`src/rtl/cpu_pkg.sv`:
```
// Shared types and widths for the 16-bit CPU front end.
// Contents: address/data widths, fetch FSM state encoding and the
// fetch buffer entry payload ({pc, instr}).
package cpu_pkg;

  localparam int unsigned ADDR_W = 16;
  localparam int unsigned DATA_W = 16;

  typedef enum logic [1:0] {
    IDLE = 2'd0,
    REQ  = 2'd1,
    DROP = 2'd2
  } fetch_state_t;

  typedef struct packed {
    logic [ADDR_W-1:0] pc;
    logic [DATA_W-1:0] instr;
  } fetch_entry_t;

endpackage

```
`src/rtl/fetch_unit_if.sv`:
```
// Fetch unit bus bundle: ROM req/ack port, decode valid/ready port and
// the redirect input from execute.
// Modports: master = fetch unit side, slave = ROM/decode/execute side.
interface fetch_unit_if;
  import cpu_pkg::*;

  logic              jump_valid;
  logic [ADDR_W-1:0] jump_addr;
  logic              rom_req;
  logic [ADDR_W-1:0] rom_addr;
  logic              rom_ack;
  logic [DATA_W-1:0] rom_data;
  logic              instr_valid;
  logic [DATA_W-1:0] instr;
  logic [ADDR_W-1:0] instr_pc;
  logic              instr_ready;

  modport master (
    input  jump_valid, jump_addr, rom_ack, rom_data, instr_ready,
    output rom_req, rom_addr, instr_valid, instr, instr_pc
  );

  modport slave (
    output jump_valid, jump_addr, rom_ack, rom_data, instr_ready,
    input  rom_req, rom_addr, instr_valid, instr, instr_pc
  );

endinterface

```
`src/rtl/fetch_unit_fifo.sv`:
```
// fetch_fifo: synchronous DEPTH-entry FIFO of fetch_entry_t.
// Ports: clk, reset (sync, active-high), push/push_data, pop, flush,
// head (entry at read pointer), count, full, empty.
// Flush wins over push; pop alongside flush is harmless.
module fetch_fifo
  import cpu_pkg::*;
#(
  parameter int unsigned DEPTH = 2
) (
  input  logic                   clk,
  input  logic                   reset,
  input  logic                   push,
  input  fetch_entry_t           push_data,
  input  logic                   pop,
  input  logic                   flush,
  output fetch_entry_t           head,
  output logic [$clog2(DEPTH):0] count,
  output logic                   full,
  output logic                   empty
);

  localparam int unsigned PTR_W = $clog2(DEPTH);
  localparam int unsigned CNT_W = PTR_W + 1;

  fetch_entry_t     mem_q [DEPTH];
  logic [PTR_W-1:0] wr_ptr_q, wr_ptr_d;
  logic [PTR_W-1:0] rd_ptr_q, rd_ptr_d;
  logic [CNT_W-1:0] count_q, count_d;
  logic             do_push, do_pop;

  assign empty = (count_q == '0);
  assign full  = (count_q == CNT_W'(DEPTH));
  assign count = count_q;
  assign head  = mem_q[rd_ptr_q];

  // Pointer/count next state; pointers wrap naturally since DEPTH is 2^n.
  always_comb begin
    do_push  = push && !full;
    do_pop   = pop && !empty;
    wr_ptr_d = wr_ptr_q;
    rd_ptr_d = rd_ptr_q;
    count_d  = count_q;
    if (flush) begin
      wr_ptr_d = '0;
      rd_ptr_d = '0;
      count_d  = '0;
    end else begin
      if (do_push) wr_ptr_d = wr_ptr_q + PTR_W'(1);
      if (do_pop)  rd_ptr_d = rd_ptr_q + PTR_W'(1);
      count_d = count_q + CNT_W'(do_push) - CNT_W'(do_pop);
    end
  end

  // Storage is cleared on reset so the head reads as zero.
  always_ff @(posedge clk) begin
    if (reset) begin
      wr_ptr_q <= '0;
      rd_ptr_q <= '0;
      count_q  <= '0;
      mem_q    <= '{default: '0};
    end else begin
      wr_ptr_q <= wr_ptr_d;
      rd_ptr_q <= rd_ptr_d;
      count_q  <= count_d;
      if (do_push && !flush) mem_q[wr_ptr_q] <= push_data;
    end
  end

endmodule

```
`src/rtl/fetch_unit.sv`:
```
// fetch_unit: instruction fetch front end. Owns the fetch PC, issues ROM
// reads over req/ack, buffers returned instructions and presents them to
// decode on valid/ready. Redirects from execute flush buffered and
// in-flight fetches.
// Ports: clk, reset (sync, active-high), bus (fetch_unit_if.master).
module fetch_unit
  import cpu_pkg::*;
#(
  parameter int unsigned       DEPTH      = 2,
  parameter logic [ADDR_W-1:0] RESET_ADDR = 16'h0000
) (
  input logic          clk,
  input logic          reset,
  fetch_unit_if.master bus
);

  localparam int unsigned CNT_W = $clog2(DEPTH) + 1;

  fetch_state_t      state_q, state_d;
  logic [ADDR_W-1:0] fetch_pc_q, fetch_pc_d;
  logic [ADDR_W-1:0] rom_addr_q, rom_addr_d;
  logic              rom_req_q, rom_req_d;
  logic [ADDR_W-1:0] pc_inc;
  logic              ack, pop, push, flush, full, empty;
  logic [CNT_W-1:0]  count, count_after;
  fetch_entry_t      push_data, head;

  fetch_fifo #(.DEPTH(DEPTH)) u_fifo (
    .clk       (clk),
    .reset     (reset),
    .push      (push),
    .push_data (push_data),
    .pop       (pop),
    .flush     (flush),
    .head      (head),
    .count     (count),
    .full      (full),
    .empty     (empty)
  );

  assign bus.rom_req     = rom_req_q;
  assign bus.rom_addr    = rom_addr_q;
  assign bus.instr_valid = !empty;
  assign bus.instr       = head.instr;
  assign bus.instr_pc    = head.pc;

  // Fetch sequencing: IDLE issues, REQ waits for data, DROP swallows the
  // response of a request that a jump made stale.
  always_comb begin
    state_d     = state_q;
    fetch_pc_d  = fetch_pc_q;
    rom_addr_d  = rom_addr_q;
    rom_req_d   = rom_req_q;
    ack         = rom_req_q && bus.rom_ack;
    pop         = !empty && bus.instr_ready;
    flush       = bus.jump_valid;
    push        = 1'b0;
    pc_inc      = fetch_pc_q + ADDR_W'(1);
    push_data   = '{pc: fetch_pc_q, instr: bus.rom_data};
    count_after = count - CNT_W'(pop) + CNT_W'(1);

    unique case (state_q)
      IDLE: begin
        if (bus.jump_valid) begin
          state_d    = REQ;
          fetch_pc_d = bus.jump_addr;
          rom_addr_d = bus.jump_addr;
          rom_req_d  = 1'b1;
        end else if (!full) begin
          state_d    = REQ;
          rom_addr_d = fetch_pc_q;
          rom_req_d  = 1'b1;
        end
      end
      REQ: begin
        if (ack && bus.jump_valid) begin
          fetch_pc_d = bus.jump_addr;
          rom_addr_d = bus.jump_addr;
        end else if (ack) begin
          push       = 1'b1;
          fetch_pc_d = pc_inc;
          rom_addr_d = pc_inc;
          // Keep requesting only if the slot survives this write.
          if (count_after >= CNT_W'(DEPTH)) begin
            state_d   = IDLE;
            rom_req_d = 1'b0;
          end
        end else if (bus.jump_valid) begin
          // Address must stay put until the pending ack arrives.
          state_d    = DROP;
          fetch_pc_d = bus.jump_addr;
        end
      end
      DROP: begin
        if (ack && bus.jump_valid) begin
          state_d    = REQ;
          fetch_pc_d = bus.jump_addr;
          rom_addr_d = bus.jump_addr;
        end else if (ack) begin
          rom_addr_d = fetch_pc_q;
          if (full) begin
            state_d   = IDLE;
            rom_req_d = 1'b0;
          end else begin
            state_d = REQ;
          end
        end else if (bus.jump_valid) begin
          fetch_pc_d = bus.jump_addr;
        end
      end
      default: begin
        state_d   = IDLE;
        rom_req_d = 1'b0;
      end
    endcase
  end

  always_ff @(posedge clk) begin
    if (reset) begin
      state_q    <= IDLE;
      fetch_pc_q <= RESET_ADDR;
      rom_addr_q <= RESET_ADDR;
      rom_req_q  <= 1'b0;
    end else begin
      state_q    <= state_d;
      fetch_pc_q <= fetch_pc_d;
      rom_addr_q <= rom_addr_d;
      rom_req_q  <= rom_req_d;
    end
  end

endmodule

```
`src/flat_wrapper.sv`:
```
// flat-port wrapper written by rule: the top's interface ports become plain ports
module fetch_unit_flat import cpu_pkg::*;
#(
  parameter int unsigned       DEPTH      = 2,
  parameter logic [ADDR_W-1:0] RESET_ADDR = 16'h0000
)
  (clk, reset, bus_jump_valid, bus_jump_addr, bus_rom_ack, bus_rom_data, bus_instr_ready, bus_rom_req, bus_rom_addr, bus_instr_valid, bus_instr, bus_instr_pc);
  fetch_unit_if bus_i ();
  input logic clk;
  input logic reset;
  input wire logic [$bits(bus_i.jump_valid)-1:0] bus_jump_valid;
  input wire logic [$bits(bus_i.jump_addr)-1:0] bus_jump_addr;
  input wire logic [$bits(bus_i.rom_ack)-1:0] bus_rom_ack;
  input wire logic [$bits(bus_i.rom_data)-1:0] bus_rom_data;
  input wire logic [$bits(bus_i.instr_ready)-1:0] bus_instr_ready;
  output wire logic [$bits(bus_i.rom_req)-1:0] bus_rom_req;
  output wire logic [$bits(bus_i.rom_addr)-1:0] bus_rom_addr;
  output wire logic [$bits(bus_i.instr_valid)-1:0] bus_instr_valid;
  output wire logic [$bits(bus_i.instr)-1:0] bus_instr;
  output wire logic [$bits(bus_i.instr_pc)-1:0] bus_instr_pc;
  assign bus_i.jump_valid = bus_jump_valid;
  assign bus_i.jump_addr = bus_jump_addr;
  assign bus_i.rom_ack = bus_rom_ack;
  assign bus_i.rom_data = bus_rom_data;
  assign bus_i.instr_ready = bus_instr_ready;
  assign bus_rom_req = bus_i.rom_req;
  assign bus_rom_addr = bus_i.rom_addr;
  assign bus_instr_valid = bus_i.instr_valid;
  assign bus_instr = bus_i.instr;
  assign bus_instr_pc = bus_i.instr_pc;
  fetch_unit #(.DEPTH(DEPTH), .RESET_ADDR(RESET_ADDR)) u_core (.clk(clk), .reset(reset), .bus(bus_i));
endmodule
```
`config.mk`:
```
export PLATFORM = sky130hd
export DESIGN_NAME = fetch_unit_flat
export DESIGN_NICKNAME = d
export VERILOG_FILES = /design/src/rtl/cpu_pkg.sv /design/src/rtl/fetch_unit_if.sv /design/src/rtl/fetch_unit_fifo.sv /design/src/rtl/fetch_unit.sv /design/src/flat_wrapper.sv
export SDC_FILE = /design/constraint.sdc
export NUM_CORES = 1
export LEC_CHECK = 0
export CAP_MARGIN = 20
export CELL_PAD_IN_SITES_DETAIL_PLACEMENT = 0
export CELL_PAD_IN_SITES_GLOBAL_PLACEMENT = 1
export CORE_ASPECT_RATIO = 0.9
export CORE_MARGIN = 10
export CORE_UTILIZATION = 47
export CTS_BUF_LIST = sky130_fd_sc_hd__clkbuf_4 sky130_fd_sc_hd__clkbuf_8
export CTS_CLUSTER_SIZE = 12
export DETAILED_ROUTE_END_ITERATION = 16
export GPL_ROUTABILITY_DRIVEN = 0
export HOLD_SLACK_MARGIN = 0.03
export PLACE_DENSITY_LB_ADDON = 0.1
export SYNTH_ARGS = -nofsm -noshare
export SYNTH_HDL_FRONTEND = slang
export SYNTH_HIERARCHICAL = 1
export SYNTH_SLANG_ARGS = --single-unit
```
`constraint.sdc`:
```
create_clock -name clk -period 4.85 [get_ports clk]
set_input_delay 1.2125 -clock clk [delete_from_list [all_inputs] [get_ports clk]]
set_output_delay 1.2125 -clock clk [all_outputs]
set_load 0.05 [all_outputs]
```
==> metrics.md, run 1 <==
| Metric | Value |
|---|---|
| Status | `complete, no violations` |
| Placed cells | `917` |
| Post-cts gate resize count | `0` |
| Synth Cell Area | `approximately 6400 sq um` |
| Syn Area/Cell | `between 8 and 9 sq um` |
| Number of enable flip-flop cells after synthesis | `0` |
| Grt total ovfl | `0` |
| IO Count | `87` |
| Commonest non-fill, non-tap cells in the layout | `nand2b_1, dfxtp_1, clkdlybuf4s50_1, mux2i_1, nor2_1` |
| Hold Crit Class | `register to register` |
| Layout cells sized above 1 | `0.118` |
| Worst-margin pin slew | `897 ps` |
| CTS Buffer Depth | `2` |
| Lkg Pwr | `2.74 nW` |
| Delay-heaviest family, CP | `simple AND/OR/NAND/NOR gates` |
| Postcts setup bufs | `0` |
| Synth top area cells | `dfxtp_1, mux2i_1, nand2b_1` |
| Slew margin rel. | `0.400` |
| Vias per inst | `5.91` |
| CP Data Arrival Time | `3890 ps` |
| Core box area | `13,400 sq um` |
| Post-Synth Simple-Gate Area | `0.235` |
| Die Wd | `roughly 140 um` |
| CTS tree | `yes` |
| Die area | `18,700 sq um` |
| Total track usage | `0.190` |
| Net Count, Synth | `759` |
| Initial antenna violation count | `0` |
| Most area-hungry cell type in the Yosys netlist | `dfxtp_1` |
| Drt pass-1 iters | `4` |
| Buffers added on ports | `86` |
| CTS Hold Bufs | `0` |
| CTS Sinks | `103` |
| Final worst slack | `between 1000 and 1500 ps` |
| Area share of xor/xnor cells in the synthesized design | `0.0178` |
| Gate Count Post-Synth | `714` |
| Critical path type | `primary input to register` |
| Die height | `~130 um` |
| Fin. max-slew vios | `0` |
| Residual DRC | `0` |
| Worst Path Buf+Inv | `1` |
| Diodes inserted | `0` |
| Final Hold Fails | `0` |
| Count of final setup violators | `0` |
| Largest net degree at the start of global routing | `93` |
| Setup TNS | `0 ps` |
| CP max stage delay | `1060 ps` |
| Filler cells | `1,209` |
| Fraction of the mapped netlist area in adder cells | `0.0156` |
| Hold Worst Slack | `~470 ps` |
| Average routed wire per standard cell | `19.5 um` |
| Final worst-path cycle share | `0.754` |
| Vias in the first global route | `approximately 5,300` |
| Worst-Skew Late Latency | `380 ps` |
| Critical-path cell list | `clkdlybuf4s50_1 -> and3_1 -> nor4_1 -> a2111oi_0 -> nor3_1` |
| Detailed-route via count | `5,509` |
| H-tree levels | `3` |
| Finished Layout Cells | `932` |
| Shortest period the worst path allows | `3660 ps` |
| FFs w/ async S/R, synth | `0` |
| CP max FO | `21` |
| Max Fclk | `0.273 GHz` |
| Finished Core Util | `0.554` |
| Area Overhead vs Synth | `15.6%` |
| Total wire length | `18,100 um` |
| CTS clk-pin slew, worst paths | `90 ps` |
| Commonest non-fill, non-tap cell in the layout | `nand2b_1` |
| Post-synthesis cell type count | `between 70 and 80` |
| Sequential area share after synthesis | `0.322` |
| Total of max-cap violations | `0` |
| Crit path required time | `just over 5000 ps` |
| Post-detail-place hpwl | `12,500 um` |
| RSZ-0062 raised after global routing | `false` |
| Top FF cell, synth | `dfxtp_1` |
| Worst Setup End Kind | `register` |
| Peak VDD IR | `approximately 300 uV` |
| Nets@finish | `805` |
| Pwr Density | `417 nW/um^2` |
| Compound-Gate Fraction of Synth Area | `0.157` |
| Yosys reg bits | `103` |
| Core Rows | `40` |
| Slowest stage cell, crit path | `clkdlybuf4s50_1` |
| TritonCTS Buffers | `9` |
| Effective utilization at floorplan | `0.479` |
| Setup WS pre-CTS | `861 ps` |
| Post-synthesis mux area share | `0.189` |
| Yosys top cell area share | `0.322` |
| First-pass GRT wire length | `around 29,000 um` |
| DR iter-0 viols | `498` |
| Clock Skew | `just under 10 ps` |
| Root Driver | `clkbuf_8` |
| Final ANT Viol Nets | `0` |
| Largest family of logic cells by synthesized area | `simple AND/OR/NAND/NOR gates` |
| Ys Warns | `6` |
| Worst Setup Start Kind | `primary input` |
[Yosys cell counts, types with 3 or more instances]
cell / instances
nor2_1: 42
buf_6: 4
dfxtp_1: 103
a211o_1: 3
a311oi_1: 6
o221a_2: 4
a22oi_1: 3
nand2_1: 37
mux2_2: 39
ha_1: 8
xor2_1: 5
buf_2: 15
o21ai_0: 21
clkbuf_1: 34
xnor2_1: 8
a221oi_1: 3
o211ai_1: 7
and3_1: 3
a31oi_1: 4
and2_1: 5
nand3_1: 19
nand2b_1: 110
o22ai_1: 10
a211oi_1: 9
mux2i_1: 77
nor3_1: 13
a21oi_1: 24
o311ai_1: 4
nor4_1: 5
or3_1: 3
buf_4: 5
o221ai_1: 5
inv_1: 14
buf_12: 3
a32oi_1: 5
[layer usage]
metal | share of wire | vias up | track usage
met2 | 0.45 | 199 | 0.296
met3 | 0.072 | 37 | 0.0501
met5 | 0 | - | 0
li1 | - | 2653 | -
met4 | 0.024 | 0 | 0.0576
met1 | 0.46 | 2620 | 0.252
[state kept, by name, indices dropped and copies added (netlist names)]
signal / count
u_core/u_fifo/wr_ptr_q: 1
u_core/fetch_pc_q: 16
u_core/u_fifo/rd_ptr_q: 1
u_core/u_fifo/count: 2
u_core/bus.rom_req: 1
u_core/bus.rom_addr: 16
u_core/state_q: 2
u_core/u_fifo/mem_q: 64
[worst reg2reg max path, stage by stage, from the launching register on]
cell      delay [ps]
dfxtp_1          430
inv_1             90
ha_1             770
buf_4            360
nor2b_1          480
nand2_1          460
o221a_2          270
o22ai_1          130
a211oi_1          80
[cell families (layout without fill, tap and decap cells)]
kind of cell	after synthesis	count (layout)
and+or+nand+nor	261	261
DFF	103	103
AOI/OAI and AO/OA	135	135
xor gates and xnor gates	13	13
buffers and inverters	78	128
muxes	116	116
adders and majority gates	8	8
[final cells by class]
class,instances,area (sq um),area share
clock buffer,12,159,0.0215
clock inverter,3,25.0,0.00338
inverter,14,52.6,0.00710
multi-input combinational,533,3940,0.532
sequential,103,2060,0.279
tap,168,210,0.0284
timing repair buffer,99,956,0.129
[where the power goes]
part           internal (mW)  switching [mW]  total [mW]  leakage (nW)
Clock                  0.222           0.307       0.529        0.0929
Sequential             0.953           0.161        1.11         0.836
Combinational          0.518           0.924        1.44          1.81
[final timing paths]
path / from / end / slack [ps] / cells past startpoint
setup / recovery: bus_jump_valid / u_core/bus.rom_addr[5] / 1190 / 5
hold / removal: u_core/bus.rom_addr[2] / u_core/bus.rom_addr[2] / 470 / 2
setup reg to reg: u_core/state_q[0] / u_core/fetch_pc_q[12] / 1630 / 8
hold reg to reg: u_core/bus.rom_addr[2] / u_core/bus.rom_addr[2] / 470 / 2
[through the flow]
| stage | instance area, sq um | total power [mW] |
|---|---|---|
| after floorplan | 6400 | 2.13 |
| after global placement | 7220 | 2.53 |
| after detailed placement | 7220 | 2.55 |
| after CTS | 7400 | 3.08 |
| after global routing | 7400 | 3.26 |
| final | 7400 | 3.08 |
No activity file was read; power rests on OpenSTA's default activity.
==> run 2, diff against run 1 <==
- CORE_UTILIZATION: 47 -> 39
- clock period: 4.85 -> 3.3 ns (I/O delays scaled with it)
==> metrics.md, run 2 (synthesized netlist as in run 1, its figures left out) <==
| Metric | Value |
|---|---|
| CTS tree | `yes` |
| Final worst slack | `488 ps (-706 ps)` |
| Peak VDD IR | `421 uV (+40%)` |
| CTS Hold Bufs | `0 (unchanged)` |
| Slew margin rel. | `0.319 (-0.0809)` |
| Total track usage | `0.165 (-0.0248)` |
| Final ANT Viol Nets | `0 (unchanged)` |
| Worst Setup EP | `u_core/u_fifo/mem_q[41]` |
| Pwr Density | `602 nW/um^2 (+44%)` |
| Postcts setup bufs | `0 (unchanged)` |
| Hold Crit Class | `register to register` |
| Multi-input combinational cell area | `3940 sq um (unchanged)` |
| Final worst-path cycle share | `0.852` |
| Die area | `22,000 sq um (+17%)` |
| Average routed wire per standard cell | `18.7 um (-4.1%)` |
| CP max FO | `30 (+43%)` |
| Total wire length | `18,300 um (+1.2%)` |
| Grt total ovfl | `0 (unchanged)` |
| Cell area after layout | `7930 sq um (+7.2%)` |
| Vias in the first global route | `5,558 (+5.6%)` |
| Max FFs per register | `64 (unchanged)` |
| Initial antenna violation count | `0 (unchanged)` |
| Placed cells | `967 (+5.5%)` |
| Finished Core Util | `0.492 (-0.0620)` |
| IO Count | `87 (unchanged)` |
| Core Rows | `44 (+10%)` |
| CTS Sinks | `103 (unchanged)` |
| Placed Area | `7710 sq um (+6.8%)` |
| Buffers added on ports | `86 (unchanged)` |
| CTS clk-pin slew, worst paths | `110 ps (+20 ps)` |
| Critical Path Start | `bus_rom_ack` |
| Setup TNS | `0 ps (unchanged)` |
| Lkg Pwr | `2.98 nW (+8.9%)` |
| Largest net degree at the start of global routing | `115 (+24%)` |
| H-tree levels | `3 (unchanged)` |
| Effective utilization at floorplan | `0.397 (-0.0822)` |
| Die height | `142 um (+8.3%)` |
| DR iter-0 viols | `397 (-20%)` |
| HP Start | `u_core/bus.rom_addr[1]` |
| Layout cells sized above 1 | `0.173 (+0.0549)` |
| Area Overhead vs Synth | `23.9%` |
| Finished Layout Cells | `983 (+5.5%)` |
| Filler cells | `1,527 (+26%)` |
| TritonCTS Buffers | `9 (unchanged)` |
| Nets@finish | `816 (+1.4%)` |
| RSZ-0062 raised after global routing | `false` |
| Post-cts gate resize count | `0 (unchanged)` |
| Post-detail-place hpwl | `13,100 um (+4.8%)` |
| Status | `complete, no violations` |
| Shortest period the worst path allows | `2810 ps` |
| Sequential Area | `2060 sq um (unchanged)` |
| Total of max-cap violations | `0 (unchanged)` |
| Fin. max-slew vios | `0 (unchanged)` |
| Root Driver | `clkbuf_8` |
| Die Wd | `155 um (+8.4%)` |
| Max Fclk | `between 0.3 and 0.4 GHz` |
| Residual DRC | `0 (unchanged)` |
| Commonest non-fill, non-tap cell in the layout | `nand2b_1` |
| Worst-Skew Late Latency | `380 ps (about the same)` |
| Crit path required time | `3550 ps (-1530 ps)` |
| Commonest non-fill, non-tap cells in the layout | `nand2b_1, dfxtp_1, mux2i_1, clkdlybuf4s50_1, nor2_1` |
| Worst-case reg-to-reg path depth | `7 (-1)` |
| Count of final setup violators | `0 (unchanged)` |
| Biggest register | `u_core/u_fifo/mem_q` |
| Final Hold Fails | `0 (unchanged)` |
| Core box area | `16,100 sq um (+21%)` |
| Vias per inst | `5.61 (-5.1%)` |
| Hold Worst Slack | `467 ps (+1.05 ps)` |
| Detailed-route via count | `5,513 (+0.073%)` |
| Worst Setup Start Kind | `primary input` |
| Total chip power | `4.77 mW (+55%)` |
| Critical path type | `primary input to register` |
| Worst-margin pin slew | `1020 ps (+124 ps)` |
| Drt pass-1 iters | `5 (+1)` |
| Clock Skew | `7.67 ps (-2.04 ps)` |
| CTS Buffer Depth | `2 (unchanged)` |
| Reg2reg setup slack | `810 ps (-820 ps)` |
| Reg-to-reg startpoint | `u_core/state_q[1]` |
| Worst Setup End Kind | `register` |
| Setup WS pre-CTS | `76.8 ps (-784 ps)` |
| CP Data Arrival Time | `3060 ps (-830 ps)` |
| Diodes inserted | `0 (unchanged)` |
| Worst r2r dst | `u_core/bus.rom_addr[5]` |
| First-pass GRT wire length | `29,800 um (+4.1%)` |
-- run 2: area by class of cell --
cell class / count / share of cell area
Multi-Input combinational cell: 533 / 0.496
Sequential cell: 103 / 0.260
Timing Repair Buffer: 110 / 0.176
Tap cell: 207 / 0.0326
Clock buffer: 10 / 0.0173
Clock inverter: 6 / 0.0114
Inverter: 14 / 0.00662
-- run 2: worst max-delay path, stage by stage --
cell,delay (ps)
clkdlybuf4s50_1,540
nand2_1,90
nor3_1,350
inv_1,190
or4_4,840
mux2i_1,200
-- run 2: how the worst min path moves through the flow --
stage / to / slack, ps / cells past startpoint
floorplan: u_core/u_fifo/mem_q[0] / 450 / 2
global placement: u_core/bus.rom_addr[1] / 440 / 2
detailed placement: u_core/bus.rom_addr[1] / 460 / 2
CTS: u_core/bus.rom_addr[1] / 470 / 2
global route: u_core/u_fifo/mem_q[63] / 490 / 2
finish: u_core/bus.rom_addr[1] / 470 / 2
-- run 2: power by group --
part           leakage, nW  switching (mW)  internal [mW]
clock                0.119           0.474          0.454
combinational         2.03            1.36          0.860
sequential           0.836           0.228           1.40
-- run 2: metal layers --
layer | share of wire | up-vias | global-route usage
met5 | 0 | - | 0
met4 | 0.0088 | 0 | 0.0313
met3 | 0.055 | 15 | 0.0390
met2 | 0.48 | 167 | 0.279
met1 | 0.45 | 2667 | 0.211
li1 | - | 2664 | -
==> run 3, diff against run 2 <==
- CORE_MARGIN: 10 -> 2
- clock period: 3.3 -> 2.3 ns (I/O delays scaled with it)
==> metrics.md, run 3 (synthesized netlist as in run 1, its figures left out) <==
| Metric | Value |
|---|---|
| Status | `complete, no violations` |
| H-tree levels | `3 (unchanged)` |
| TritonCTS Buffers | `9 (unchanged)` |
| Root Driver | `clkbuf_8` |
| Final Hold Fails | `0 (unchanged)` |
| Sequential Area | `2060 sq um (about the same)` |
| Initial antenna violation count | `0 (unchanged)` |
| CP Data Arrival Time | `2460 ps (-600 ps)` |
| Residual DRC | `0 (unchanged)` |
| CP max stage delay | `500 ps (-340 ps)` |
| Total track usage | `0.214 (+0.0486)` |
| GR Util met3 | `0.0417 (+0.00276)` |
| Max Fclk | `0.454 GHz` |
| DR iter-0 viols | `470 (+18%)` |
| Die area | `17,500 sq um (-20%)` |
| Final worst-path cycle share | `0.958` |
| Pwr Density | `832 nW/um^2 (+38%)` |
| Count of final setup violators | `0 (unchanged)` |
| Lkg Pwr | `3.25 nW (+9.0%)` |
| CTS Sinks | `103 (unchanged)` |
| Busiest grt layer | `met2` |
| Total wire length | `18,300 um (-0.27%)` |
| First-pass GRT wire length | `30,600 um (+2.5%)` |
| Worst Setup End Kind | `register` |
| Critical-path cell list | `inv_1 -> ha_1 -> buf_4 -> nand2_1 -> nor2_1 -> a2111oi_1 -> nor3_1` |
| Buffers added on ports | `86 (unchanged)` |
| Slowest stage cell, crit path | `a2111oi_1` |
| Worst-margin pin slew | `763 ps (-258 ps)` |
| Filler cells | `1,495 (-2.1%)` |
| Total chip power | `6.98 mW (+46%)` |
| Detailed-route via count | `5,707 (+3.5%)` |
| Largest net degree at the start of global routing | `83 (-28%)` |
| CP max FO | `15 (-50%)` |
| Crit path required time | `2550 ps (-1000 ps)` |
| Final ANT Viol Nets | `0 (unchanged)` |
| Fin. max-slew vios | `0 (unchanged)` |
| Core box area | `16,100 sq um (-0.34%)` |
| CTS clk-pin slew, worst paths | `110 ps (about the same)` |
| Biggest register | `u_core/u_fifo/mem_q` |
| Slew margin rel. | `0.491 (+0.172)` |
| Die Wd | `139 um (-10%)` |
| Critical path type | `register to register` |
| Vias in the first global route | `5,762 (+3.7%)` |
| Max FFs per register | `64 (unchanged)` |
| Grt total ovfl | `0 (unchanged)` |
| Average routed wire per standard cell | `17.6 um (-5.6%)` |
| CTS tree | `yes` |
| Die height | `126 um (-11%)` |
| Drt pass-1 iters | `5 (unchanged)` |
| Effective utilization at floorplan | `0.398 (+0.00136)` |
| Layout cells sized above 1 | `0.237 (+0.0641)` |
| Commonest non-fill, non-tap cells in the layout | `nand2b_1, dfxtp_1, mux2i_1, buf_4, clkdlybuf4s50_1` |
| Peak VDD IR | `820 uV (+95%)` |
| RSZ-0062 raised after global routing | `false` |
| Worst-Skew Late Latency | `390 ps (about the same)` |
| Total of max-cap violations | `0 (unchanged)` |
| Commonest non-fill, non-tap cell in the layout | `nand2b_1` |
| Nets@finish | `872 (+6.9%)` |
| Area Overhead vs Synth | `30.9%` |
| Worst Setup Start Kind | `register` |
| Clock Skew | `10.3 ps (+2.67 ps)` |
| M2 GR Usage | `0.339 (+0.0602)` |
| Diodes inserted | `0 (unchanged)` |
| Setup TNS | `0 ps (unchanged)` |
| CTS Hold Bufs | `0 (unchanged)` |
| Core Rows | `44 (unchanged)` |
| Shortest period the worst path allows | `2200 ps` |
| CTS Buffer Depth | `2 (unchanged)` |
| Vias per inst | `5.49 (-2.1%)` |
| Multi-input combinational cell area | `3960 sq um (+0.54%)` |
| IO Count | `87 (unchanged)` |
| Hold Crit Class | `register to register` |
| Met1 Usage GRT | `0.300 (+0.0893)` |
| Post-detail-place hpwl | `13,200 um (+0.63%)` |
## run 3: metal layers
layer,wire length (um),part of all wire,vias up
li1,-,-,2789
met1,8940,0.49,2728
met2,8140,0.45,167
met3,890,0.049,23
met4,322,0.018,0
met5,0,0,-
## run 3: worst max-delay path: cells and delay by family, from the launching register on
family          cells  cell delay, ps
compound gates      1             500
fa+ha+maj           1             410
buf+inv             2             340
flops               1             450
simple gates        3             370
## run 3: area by class of cell
type / instances / share of cell area
Timing Repair Buffer: 166 / 0.222
Clock inverter: 6 / 0.00642
Sequential cell: 103 / 0.246
Clock buffer: 10 / 0.0157
Tap cell: 207 / 0.0309
Multi-Input combinational cell: 533 / 0.472
Inverter: 14 / 0.00627
## run 3: worst paths after layout
path | from | endpoint | slack, ps | cells past startpoint
setup reg to reg | u_core/state_q[0] | u_core/bus.rom_addr[5] | 100 | 7
hold / removal | u_core/bus.rom_addr[1] | u_core/bus.rom_addr[1] | 470 | 2
hold reg to reg | u_core/bus.rom_addr[1] | u_core/bus.rom_addr[1] | 470 | 2
setup / recovery | u_core/state_q[0] | u_core/bus.rom_addr[5] | 100 | 7
## run 3: repair_timing
| action | CTS | global route |
|---|---|---|
| buffers inserted | 0 | 0 |
| gates resized for setup | 0 | 6 |
| endpoints found under the setup margin | 0 | 38 |
## run 3: power by group
group          switching, mW  total [mW]  internal, mW
registers              0.230        2.24          2.01
logic                   2.13        3.62          1.48
clock network          0.695        1.12         0.421
total                   3.06        6.98          3.92
## run 3: metrics by stage
step / std cells / hold WS (ps) / setup WS, ps / util / area [sq um]
global route: 1039 / 495 / 0.118 / 0.521 / 8380
finish: 1039 / 466 / 96.4 / 0.521 / 8380
floorplan: 714 / 445 / 34.8 / - / 6420
CTS: 1039 / 472 / 59.9 / 0.520 / 8370
global placement: 1023 / 446 / -242 / 0.509 / 8180
detailed placement: 1023 / 453 / -300 / 0.509 / 8180
